File: src/rtl/game_sequencer_pkg.sv
// Shared game constants: FSM state encodings, start-of-game defaults and the
// car speed mapping. Also used by the HUD/score renderer.
package game_sequencer_pkg;

    typedef enum logic [2:0] {
        ST_IDLE        = 3'd0,
        ST_PLAYING     = 3'd1,
        ST_HIT         = 3'd2,
        ST_LEVEL_PAUSE = 3'd3,
        ST_GAME_OVER   = 3'd4,
        ST_WIN         = 3'd5
    } state_t;

    localparam int unsigned C_LIVES_INI = 3;
    localparam int unsigned C_MAX_LEVEL = 9;

    localparam int TIMER_W   = 32;
    localparam int BLINK_BIT = 22;

    // Car speed select: level-1, saturated to the 3-bit range.
    function automatic logic [2:0] car_speed(input logic [3:0] level);
        if (level == 4'd0)
            return 3'd0;
        else if (level > 4'd8)
            return 3'd7;
        else
            return 3'(level - 4'd1);
    endfunction

endpackage

File: src/rtl/game_sequencer_if.sv
// Control/status bundle between the game sequencer and the rest of the game:
// player/frog events in, game mode and HUD values out.
interface game_sequencer_if;
    logic       i_Start;
    logic       i_Has_Collided;
    logic       i_Level_Up;
    logic       o_Game_Active;
    logic       o_Frog_Hidden;
    logic [1:0] o_Lives;
    logic [3:0] o_Level;
    logic [2:0] o_Car_Speed;
    logic [2:0] o_State;

    // Driver side (frog controller / switches / HUD).
    modport master (
        output i_Start, i_Has_Collided, i_Level_Up,
        input  o_Game_Active, o_Frog_Hidden, o_Lives, o_Level, o_Car_Speed, o_State
    );

    // Sequencer side.
    modport slave (
        input  i_Start, i_Has_Collided, i_Level_Up,
        output o_Game_Active, o_Frog_Hidden, o_Lives, o_Level, o_Car_Speed, o_State
    );
endinterface

File: src/rtl/game_sequencer_phase_timer.sv
// Phase timer: counts cycles since the last clear, saturating at the limit.
// A clear request is registered by the owner on the state transition edge, so
// the visible count reads zero in the first cycle of the new phase without
// needing the owner's next-state logic.
module phase_timer #(
    parameter int W         = 32,
    parameter int BLINK_BIT = 22
) (
    input  logic         gclk,
    input  logic         grst_n,
    input  logic         clear,
    input  logic [W-1:0] limit,
    output logic         done,
    output logic         expired,
    output logic         blink
);

    logic [W-1:0] cnt_q;
    logic [W-1:0] count;

    assign count   = clear ? '0 : cnt_q;
    assign done    = (count == limit - W'(1));
    assign expired = (count >= limit - W'(1));
    assign blink   = count[BLINK_BIT];

    // Count up while below the limit, then hold.
    always_ff @(posedge gclk or negedge grst_n) begin
        if (!grst_n)
            cnt_q <= '0;
        else if (count < limit)
            cnt_q <= count + W'(1);
        else
            cnt_q <= count;
    end

endmodule

File: src/rtl/game_sequencer.sv
// Game sequencer: top-level game mode FSM (idle / playing / hit freeze /
// level banner / game over / win), lives and level bookkeeping.
module game_sequencer #(
    parameter int unsigned C_LIVES_INI     = game_sequencer_pkg::C_LIVES_INI,
    parameter int unsigned C_MAX_LEVEL     = game_sequencer_pkg::C_MAX_LEVEL,
    parameter int unsigned C_HIT_CYCLES    = 25000000,
    parameter int unsigned C_BANNER_CYCLES = 50000000
) (
    input  logic              i_Clk,
    input  logic              i_Rst_L,
    game_sequencer_if.slave   bus
);
    import game_sequencer_pkg::*;

    state_t               state;
    logic [1:0]           lives;
    logic [3:0]           level;
    logic                 start_q;
    logic                 game_active;
    logic                 frog_hidden;
    logic                 tmr_clr;
    logic                 tmr_done;
    logic                 tmr_expired;
    logic                 tmr_blink;
    logic [TIMER_W-1:0]   tmr_limit;
    logic                 start_edge;

    // start_q resets to 1 so a switch held through reset is not a press.
    assign start_edge = bus.i_Start & ~start_q;

    // Only HIT uses the short freeze; every other timed phase uses the banner.
    assign tmr_limit = (state == ST_HIT) ? TIMER_W'(C_HIT_CYCLES)
                                         : TIMER_W'(C_BANNER_CYCLES);

    phase_timer #(
        .W         (TIMER_W),
        .BLINK_BIT (BLINK_BIT)
    ) u_timer (
        .gclk    (i_Clk),
        .grst_n  (i_Rst_L),
        .clear   (tmr_clr),
        .limit   (tmr_limit),
        .done    (tmr_done),
        .expired (tmr_expired),
        .blink   (tmr_blink)
    );

    // Game FSM with its registered outputs; every transition also requests a
    // timer clear so the new phase starts counting from zero.
    always_ff @(posedge i_Clk or negedge i_Rst_L) begin
        if (!i_Rst_L) begin
            state       <= ST_IDLE;
            lives       <= 2'(C_LIVES_INI);
            level       <= 4'd1;
            start_q     <= 1'b1;
            game_active <= 1'b0;
            frog_hidden <= 1'b1;
            tmr_clr     <= 1'b0;
        end else begin
            start_q <= bus.i_Start;
            tmr_clr <= 1'b0;
            case (state)
                ST_IDLE: begin
                    if (start_edge) begin
                        state       <= ST_PLAYING;
                        tmr_clr     <= 1'b1;
                        game_active <= 1'b1;
                        frog_hidden <= 1'b0;
                        lives       <= 2'(C_LIVES_INI);
                        level       <= 4'd1;
                    end
                end
                ST_PLAYING: begin
                    // Collision takes priority over a simultaneous level-up.
                    if (bus.i_Has_Collided) begin
                        tmr_clr     <= 1'b1;
                        game_active <= 1'b0;
                        if (lives <= 2'd1) begin
                            state       <= ST_GAME_OVER;
                            lives       <= 2'd0;
                            frog_hidden <= 1'b1;
                        end else begin
                            state       <= ST_HIT;
                            lives       <= lives - 2'd1;
                            frog_hidden <= 1'b0;
                        end
                    end else if (bus.i_Level_Up) begin
                        tmr_clr     <= 1'b1;
                        game_active <= 1'b0;
                        if (level >= 4'(C_MAX_LEVEL)) begin
                            state       <= ST_WIN;
                            frog_hidden <= 1'b1;
                        end else begin
                            state       <= ST_LEVEL_PAUSE;
                            level       <= level + 4'd1;
                            frog_hidden <= 1'b0;
                        end
                    end
                end
                ST_HIT: begin
                    // Invulnerable: collisions are not looked at here.
                    if (tmr_done) begin
                        state       <= ST_PLAYING;
                        tmr_clr     <= 1'b1;
                        game_active <= 1'b1;
                        frog_hidden <= 1'b0;
                    end else begin
                        frog_hidden <= tmr_blink;
                    end
                end
                ST_LEVEL_PAUSE: begin
                    if (tmr_done) begin
                        state       <= ST_PLAYING;
                        tmr_clr     <= 1'b1;
                        game_active <= 1'b1;
                        frog_hidden <= 1'b0;
                    end
                end
                ST_GAME_OVER, ST_WIN: begin
                    // Banner must run out before a press returns to IDLE.
                    if (tmr_expired && start_edge) begin
                        state       <= ST_IDLE;
                        tmr_clr     <= 1'b1;
                        game_active <= 1'b0;
                        frog_hidden <= 1'b1;
                    end
                end
                default: begin
                    state       <= ST_IDLE;
                    tmr_clr     <= 1'b1;
                    game_active <= 1'b0;
                    frog_hidden <= 1'b1;
                end
            endcase
        end
    end

    assign bus.o_State       = state;
    assign bus.o_Game_Active = game_active;
    assign bus.o_Frog_Hidden = frog_hidden;
    assign bus.o_Lives       = lives;
    assign bus.o_Level       = level;
    assign bus.o_Car_Speed   = car_speed(level);

endmodule
File: src/flat_wrapper.sv
// flat-port wrapper written by rule: the top's interface ports become plain ports
module game_sequencer_flat import game_sequencer_pkg::*;
#(
    parameter int unsigned C_LIVES_INI     = game_sequencer_pkg::C_LIVES_INI,
    parameter int unsigned C_MAX_LEVEL     = game_sequencer_pkg::C_MAX_LEVEL,
    parameter int unsigned C_HIT_CYCLES    = 25000000,
    parameter int unsigned C_BANNER_CYCLES = 50000000
)
  (i_Clk, i_Rst_L, bus_i_Start, bus_i_Has_Collided, bus_i_Level_Up, bus_o_Game_Active, bus_o_Frog_Hidden, bus_o_Lives, bus_o_Level, bus_o_Car_Speed, bus_o_State);
  game_sequencer_if bus_i ();
  input  logic i_Clk;
  input  logic i_Rst_L;
  input wire logic [$bits(bus_i.i_Start)-1:0] bus_i_Start;
  input wire logic [$bits(bus_i.i_Has_Collided)-1:0] bus_i_Has_Collided;
  input wire logic [$bits(bus_i.i_Level_Up)-1:0] bus_i_Level_Up;
  output wire logic [$bits(bus_i.o_Game_Active)-1:0] bus_o_Game_Active;
  output wire logic [$bits(bus_i.o_Frog_Hidden)-1:0] bus_o_Frog_Hidden;
  output wire logic [$bits(bus_i.o_Lives)-1:0] bus_o_Lives;
  output wire logic [$bits(bus_i.o_Level)-1:0] bus_o_Level;
  output wire logic [$bits(bus_i.o_Car_Speed)-1:0] bus_o_Car_Speed;
  output wire logic [$bits(bus_i.o_State)-1:0] bus_o_State;
  assign bus_i.i_Start = bus_i_Start;
  assign bus_i.i_Has_Collided = bus_i_Has_Collided;
  assign bus_i.i_Level_Up = bus_i_Level_Up;
  assign bus_o_Game_Active = bus_i.o_Game_Active;
  assign bus_o_Frog_Hidden = bus_i.o_Frog_Hidden;
  assign bus_o_Lives = bus_i.o_Lives;
  assign bus_o_Level = bus_i.o_Level;
  assign bus_o_Car_Speed = bus_i.o_Car_Speed;
  assign bus_o_State = bus_i.o_State;
  game_sequencer #(.C_LIVES_INI(C_LIVES_INI), .C_MAX_LEVEL(C_MAX_LEVEL), .C_HIT_CYCLES(C_HIT_CYCLES), .C_BANNER_CYCLES(C_BANNER_CYCLES)) u_core (.i_Clk(i_Clk), .i_Rst_L(i_Rst_L), .bus(bus_i));
endmodule
File: config.mk
export PLATFORM = sky130hd
export DESIGN_NAME = game_sequencer_flat
export DESIGN_NICKNAME = d
export VERILOG_FILES = /design/src/rtl/game_sequencer_pkg.sv /design/src/rtl/game_sequencer_if.sv /design/src/rtl/game_sequencer_phase_timer.sv /design/src/rtl/game_sequencer.sv /design/src/flat_wrapper.sv
export SDC_FILE = /design/constraint.sdc
export NUM_CORES = 1
export LEC_CHECK = 0
export BUFFER_PORTS_ARGS = -buffer_cell sky130_fd_sc_hd__buf_2
export CAP_MARGIN = 10
export CORE_AREA = 2 2 100 102
export CTS_BUF_LIST = sky130_fd_sc_hd__clkbuf_4
export DETAILED_ROUTE_END_ITERATION = 10
export DIE_AREA = 0 0 102 104
export PLACE_DENSITY = 0.66
export SYNTH_ARGS = -nofsm -noshare
export SYNTH_HDL_FRONTEND = slang
export SYNTH_HIERARCHICAL = 1
export SYNTH_SLANG_ARGS = --single-unit
File: constraint.sdc
create_clock -name i_Clk -period 4.29 [get_ports i_Clk]
set_input_delay 0.2145 -clock i_Clk [delete_from_list [all_inputs] [get_ports i_Clk]]
set_output_delay 0.2145 -clock i_Clk [all_outputs]
set_load 0.02 [all_outputs]
==> metrics, run 1 <==
internal power 940 µW; Slew HR 33.3%; Final Cycle Share 87.4%; clock transition at the registers of the reported paths 0.13 ns; hold slack -0.00107 ns; Worst setup SP type flop; IO Pins 19; FP Rows 36; number of global-route vias before repair 4,017; setup bufs post-CTS 0; DR WL met3 251 µm; total track usage 21.1%; combinational power share 53.3%; initial antenna violation count 0; crit path DAT 4.00 ns; gate count of the mapped netlist 547; fmax approximately 270 MHz; switching power 781 µW; Unique masters post-synth 58; Yosys warning count 6; type of the worst setup path reg2reg; first-iteration detailed-routing DRC count 145; drt wl/cell 13.5 µm; share of cells above drive strength 1 under 10%; routability cong. 0.874; hpwl dp 8.50 mm; peak supply drop about 0.00028 V; Worst Setup End Kind flop; Seq pwr share about a third; First-pass DRT Iterations 4; skew final between 0.01 and 0.015 ns; area fraction of the dominant cell type after synthesis 21.5%; Power Dens Cells 328 nW/µm²; total negative slack 0 ns; mean post-synth cell area roughly 8.5 µm²; Diodes inserted 0; TritonCTS clock tree yes; count of final hold-check violations 1; Lkg Pwr approximately 0.0027 µW; ANT nets after route 0; Post-synth EDFFs 0; clock sink count 45; sequential area share after synthesis about 24%; H-tree depth 2; worst r2r src u_core/bus.o_State[2]; CP max FO 19; post-cts resize count 0; final wirelength between 10 and 15 mm; vias per cell 5.19; Clk pwr share 11.8%; placed inst area 5180 µm²; CTS max path bufs 2; most area-hungry cell type in the Yosys netlist dfrtp_1; fin area 5250 µm²; hold buffers post-CTS 1; first-pass GRT wire length 18.5 mm; RSZ-0062 raised after global routing no; total clock buffers created by CTS 5; Critical Path Start u_core/bus.o_State[2]; final setup fails 0; core area 9550 µm²; Area Growth Syn to Fin 12.9%; slew of the pin with the lowest slew margin 1.00 ns; CP required 4.54 ns; Port Buffers 18; die extent in x 102 µm; post-layout min period about 3.8 ns; nets@finish 714; post-synthesis async set-or-reset flop share 100%; wire length on met2 5.19 mm; Synth Flop Type dfrtp_1; DRC viols 0; Top Metal Used met4; Die ar. 10,600 µm²; Remaining Overflow, GRT 0; Die Span Y 104 µm; Yosys reg bits 45; status complete, but fails checks; count of pins over their slew limit 0; Clock Latency Late Sink 0.36 ns; synthesized cell area 4650 µm²; failing checks negative hold slack; DR vias 4,014; CTS Root Cell clkbuf_4; pin count of the biggest net entering global routing 46; initial core utilization 48.7%; switching share of power between 40% and 50%; total of max-cap violations 0; met1 wire length just under 5 mm; Hold Path Class in2async; top cells by area, synth dfrtp_1, ha_1, xnor2_1, xor2_1, inv_1
## final timing paths
| check | end | slack [ns] | cells after the start |
|---|---|---|---|
| setup / recovery | u_core/bus.o_State[0] | 0.54 | 15 |
| hold / removal | u_core/u_timer/cnt_q[23] | -0.001 | 1 |
| setup reg to reg | u_core/bus.o_State[0] | 0.54 | 15 |
| hold reg to reg | u_core/bus.o_Lives[1] | 0.51 | 2 |
| max in group asynchronous | u_core/tmr_clr | 3.67 | 1 |
| min in group i_Clk | u_core/bus.o_Level[1] | 0.24 | 3 |
## synthesized netlist by cell type, types with 5 or more instances
cell and count:
or3_1 6, nand3_1 22, inv_1 51, xor2_1 24, a21oi_1 25, nand4_1 26, nor3_1 20, nor2b_1 29
nor2_1 25, a21o_1 16, dfstp_2 5, clkbuf_1 10, xnor2_1 36, o21ai_0 9, nand2b_1 8, nor4_1 28
nand2_1 36, dfrtp_1 40, ha_1 70
## metal layers
| layer | global-route usage [%] | vias to the layer above |
|---|---|---|
| met1 | 28.4 | 1868 |
| met5 | 0 | - |
| met2 | 36.1 | 53 |
| li1 | - | 2078 |
| met4 | 5.14 | 0 |
| met3 | 2.22 | 15 |
## sequential cells by signal, indices dropped and copies added, names as in the netlist
signal	flops
u_core/bus.o_Game_Active	1
u_core/bus.o_Frog_Hidden	1
u_core/u_timer/cnt_q	32
u_core/bus.o_State	3
u_core/bus.o_Level	4
u_core/bus.o_Lives	2
u_core/start_q	1
u_core/tmr_clr	1
## cells in the final DEF, fill, tap and decap left out, types with 3 or more instances in the layout
master / count
xor2_1: 24
or3_1: 6
o21a_1: 3
or4_1: 3
buf_2: 18
inv_1: 51
xnor2_1: 36
nor4_2: 3
nor2b_1: 29
a21o_1: 16
o211ai_1: 4
dfrtp_1: 40
ha_1: 70
clkbuf_4: 5
mux2i_1: 3
nand3_1: 22
a31oi_1: 4
a21oi_1: 25
conb_1: 71
nand2_1: 36
buf_4: 9
nand2b_1: 8
nand4_1: 26
dfstp_2: 5
nor3_1: 20
nor4_1: 28
nor2_1: 25
o21ai_0: 9
## worst max-delay path, cell delays in order, from the launching register on
cell and delay [ns]:
dfrtp_1 0.53, nor2_1 0.13, nand2_1 0.11, buf_4 0.24
nor4_1 0.32, nand3_1 0.26, nor2_1 0.19, xnor2_1 0.08
ha_1 0.29, nand4_1 0.11, nor2_1 0.11, nand2_1 0.11
o211ai_1 0.31, a31oi_1 0.19, o221ai_2 0.31, mux2_1 0.36
## stage by stage
| stage | util, % | power [µW] | std cells | worst slack, ns |
|---|---|---|---|---|
| after global placement | 54.3 | 1480 | 764 | 0.521 |
| after CTS | 55.0 | 1720 | 773 | 0.502 |
| final | 55.0 | 1720 | 773 | 0.539 |
| after global routing | 55.0 | 1880 | 773 | 0.132 |
| after floorplan | - | 1260 | 616 | 0.378 |
| after detailed placement | 54.3 | 1520 | 764 | 0.520 |
## power by group through the flow
| stage | sequential, µW | combinational [µW] | clock [µW] |
|---|---|---|---|
| final | 600 | 917 | 204 |
| after global routing | 616 | 1030 | 234 |
| after CTS | 600 | 912 | 212 |
| after detailed placement | 609 | 907 | 0 |
| after global placement | 603 | 877 | 0 |
| after floorplan | 632 | 633 | 0 |
## cells by family (layout without fill, tap and decap cells)
family	Yosys count	after routing	synth area share, %
AO/OA/AOI/OAI	74	74	10.8
XOR/XNOR	60	60	11.3
other	2	71	0.161
AND/OR/NAND/NOR	226	226	27.8
buffers and inverters	63	87	5.19
flip-flops	45	45	24.3
multiplexers	6	6	1.37
adder cells (fa/ha/maj)	71	71	19.0
## area by class of cell
| cell class | count | area, µm² |
|---|---|---|
| clock buffers | 5 | 37.5 |
| clock inverters | 3 | 17.5 |
| fillers | 915 | 4300 |
| inverters | 51 | 191 |
| multi-input cells | 508 | 3540 |
| flip-flops and latches | 45 | 1130 |
| well taps | 133 | 166 |
| repair buffers | 28 | 168 |
Power figures use the tool's default switching activity.
==> run 2: changes to the inputs <==
==> constraint.sdc (replaced) <==
create_clock -name i_Clk -period 4.29 [get_ports i_Clk]
set_input_delay 0.858 -clock i_Clk [delete_from_list [all_inputs] [get_ports i_Clk]]
set_output_delay 0.858 -clock i_Clk [all_outputs]
set_load 0.02 [all_outputs]
==> metrics, run 2 (synthesis results as in run 1) <==
DRC viols 0 (unchanged); share of cells above drive strength 1 9.08% (+0.014 points); Reg with most FFs u_core/u_timer/cnt_q; Slew HR 33.2% (-0.10 points); TritonCTS clock tree yes; Die ar. 10,600 µm² (unchanged); Power Dens Cells 328 nW/µm² (+0.18%); number of global-route vias before repair 4,017 (unchanged); clock sink count 45 (unchanged); core area 9550 µm² (unchanged); CP most frequent cell nor2_1; Port Buffers 18 (unchanged); CP top delay family simple AND/OR/NAND/NOR gates; met2 GRT Util 36.1% (unchanged); most frequent cells in the layout conb_1, ha_1, inv_1, dfrtp_1; drt wl/cell 13.6 µm (+0.29%); count of final hold-check violations 0 (-1); Diodes inserted 0 (unchanged); met3 Usage GRT 2.22% (unchanged); Die Span Y 104 µm (unchanged); Remaining Overflow, GRT 0 (unchanged); dpl cells 764 (unchanged); total of max-cap violations 0 (unchanged); Setup Slack @ Placement 0.520 ns (unchanged); Lkg Pwr 0.00273 µW (-0.15%); CTS max path bufs 2 (unchanged); cells along the critical path nor2_1 > nand2_1 > inv_1 > nor4_1 > nand3_1 > nor2_1 > xnor2_1 > ha_1 > nand4_1 > nor2_1 > nand2_1 > o211ai_1 > a31oi_1 > o221ai_2 > mux2_1; initial antenna violation count 0 (unchanged); routability cong. 0.874 (unchanged); CTS Root Cell clkbuf_4; setup slack after layout 0.534 ns (-0.00560 ns); fmax 266 MHz (-0.15%); CP max FO 11 (-8); FP Rows 36 (unchanged); post-cts resize count 0 (unchanged); max reg flops 32 (unchanged); Slowest Stage Delay on Critical Path 0.58 ns (+0.05 ns); Finished Layout Cells 772 (-0.13%); peak supply drop 0.000275 V (about the same); skew final 0.0140 ns (-0.000167 ns); Area Growth Syn to Fin 12.6%; total negative slack 0 ns (unchanged); slew of the pin with the lowest slew margin 1.00 ns (+0.00156 ns); vias per cell 5.18 (-0.22%); hold buffers post-CTS 0 (-1); initial core utilization 48.7% (unchanged); total track usage 21.1% (unchanged); IO Pins 19 (unchanged); ANT nets after route 0 (unchanged); Crit path buffers/inverters 1 (unchanged); clock transition at the registers of the reported paths 0.13 ns (about the same); Clock Latency Late Sink 0.36 ns (about the same); commonest non-fill, non-tap cell in the layout conb_1; RSZ-0062 raised after global routing no; nets@finish 713 (-0.14%); first-iteration detailed-routing DRC count 140 (-3.4%); Worst Setup End Kind flop; first-pass GRT wire length 18.5 mm (unchanged); setup bufs post-CTS 0 (unchanged); final setup fails 0 (unchanged); CP required 4.54 ns (about the same); Slowest-stage cell, CP dfrtp_1; count of pins over their slew limit 0 (unchanged); First-pass DRT Iterations 4 (unchanged); GRT busiest layer met2; final wirelength 10.5 mm (+0.16%); Final Cycle Share 87.6% (+0.13 points); DR vias 4,000 (-0.35%); Worst setup SP type flop; type of the worst setup path reg2reg; post-layout min period 3.76 ns (+0.00560 ns); pin count of the biggest net entering global routing 46 (unchanged); Hold Path Class reg2reg; hpwl dp 8.50 mm (unchanged); total clock buffers created by CTS 5 (unchanged); status completed; M1 GR Usage 28.4% (unchanged); die extent in x 102 µm (unchanged); crit path DAT 4.01 ns (about the same); H-tree depth 2 (unchanged)
[run 2: changes by cell type in the layout (fill, tap and decap cells not counted), sizes merged]
cell and change:
dlygate4sd3 -1
[run 2: final timing paths]
kind / start / endpoint / slack, ns / cells after the start
worst min-delay path: u_core/bus.o_Lives[1] / u_core/bus.o_Lives[1] / 0.51 / 2
max in group asynchronous: i_Rst_L / u_core/tmr_clr / 3.03 / 1
worst min register to register: u_core/bus.o_Lives[1] / u_core/bus.o_Lives[1] / 0.51 / 2
min in group asynchronous: i_Rst_L / u_core/u_timer/cnt_q[23] / 0.64 / 1
worst max-delay path: u_core/bus.o_State[2] / u_core/bus.o_State[0] / 0.53 / 15
worst max register to register: u_core/bus.o_State[2] / u_core/bus.o_State[0] / 0.53 / 15
[run 2: worst register-to-register path, stage by stage (launching register included)]
cell      delay (ns)
dfrtp_1         0.58
nor2_1          0.07
nand2_1         0.12
inv_1           0.17
nor4_1          0.39
nand3_1         0.26
nor2_1          0.19
xnor2_1         0.08
ha_1            0.29
nand4_1         0.11
nor2_1          0.11
nand2_1         0.11
o211ai_1        0.31
a31oi_1         0.19
o221ai_2        0.31
mux2_1          0.36
[run 2: stage by stage]
step	cell area [µm²]	hold WS [ns]	utilization, %	total power [µW]
detailed placement	5180	0.497	54.3	1520
global placement	5180	0.486	54.3	1480
CTS	5240	0.513	54.9	1720
global route	5240	0.540	54.9	1880
floorplan	4910	0.523	-	1260
finish	5240	0.511	54.9	1720
[run 2: cell type report]
class	instances	area, µm²
fill	916	4310
multi-input combinational	508	3540
sequential	45	1130
inverter	51	191
tap	133	166
timing repair buffer	27	158
clock buffer	5	37.5
clock inverter	3	17.5
[run 2: report_power, final]
part / internal [µW] / switching (µW) / total [µW]
Sequential: 509 / 91.2 / 600
Combinational: 368 / 548 / 916
Clock: 62.0 / 142 / 204
[run 2: metal layers]
layer | vias to the layer above | wire [µm]
li1 | 2074 | -
met1 | 1862 | 4910
met2 | 51 | 5210
met3 | 13 | 216
met4 | 0 | 158
met5 | - | 0
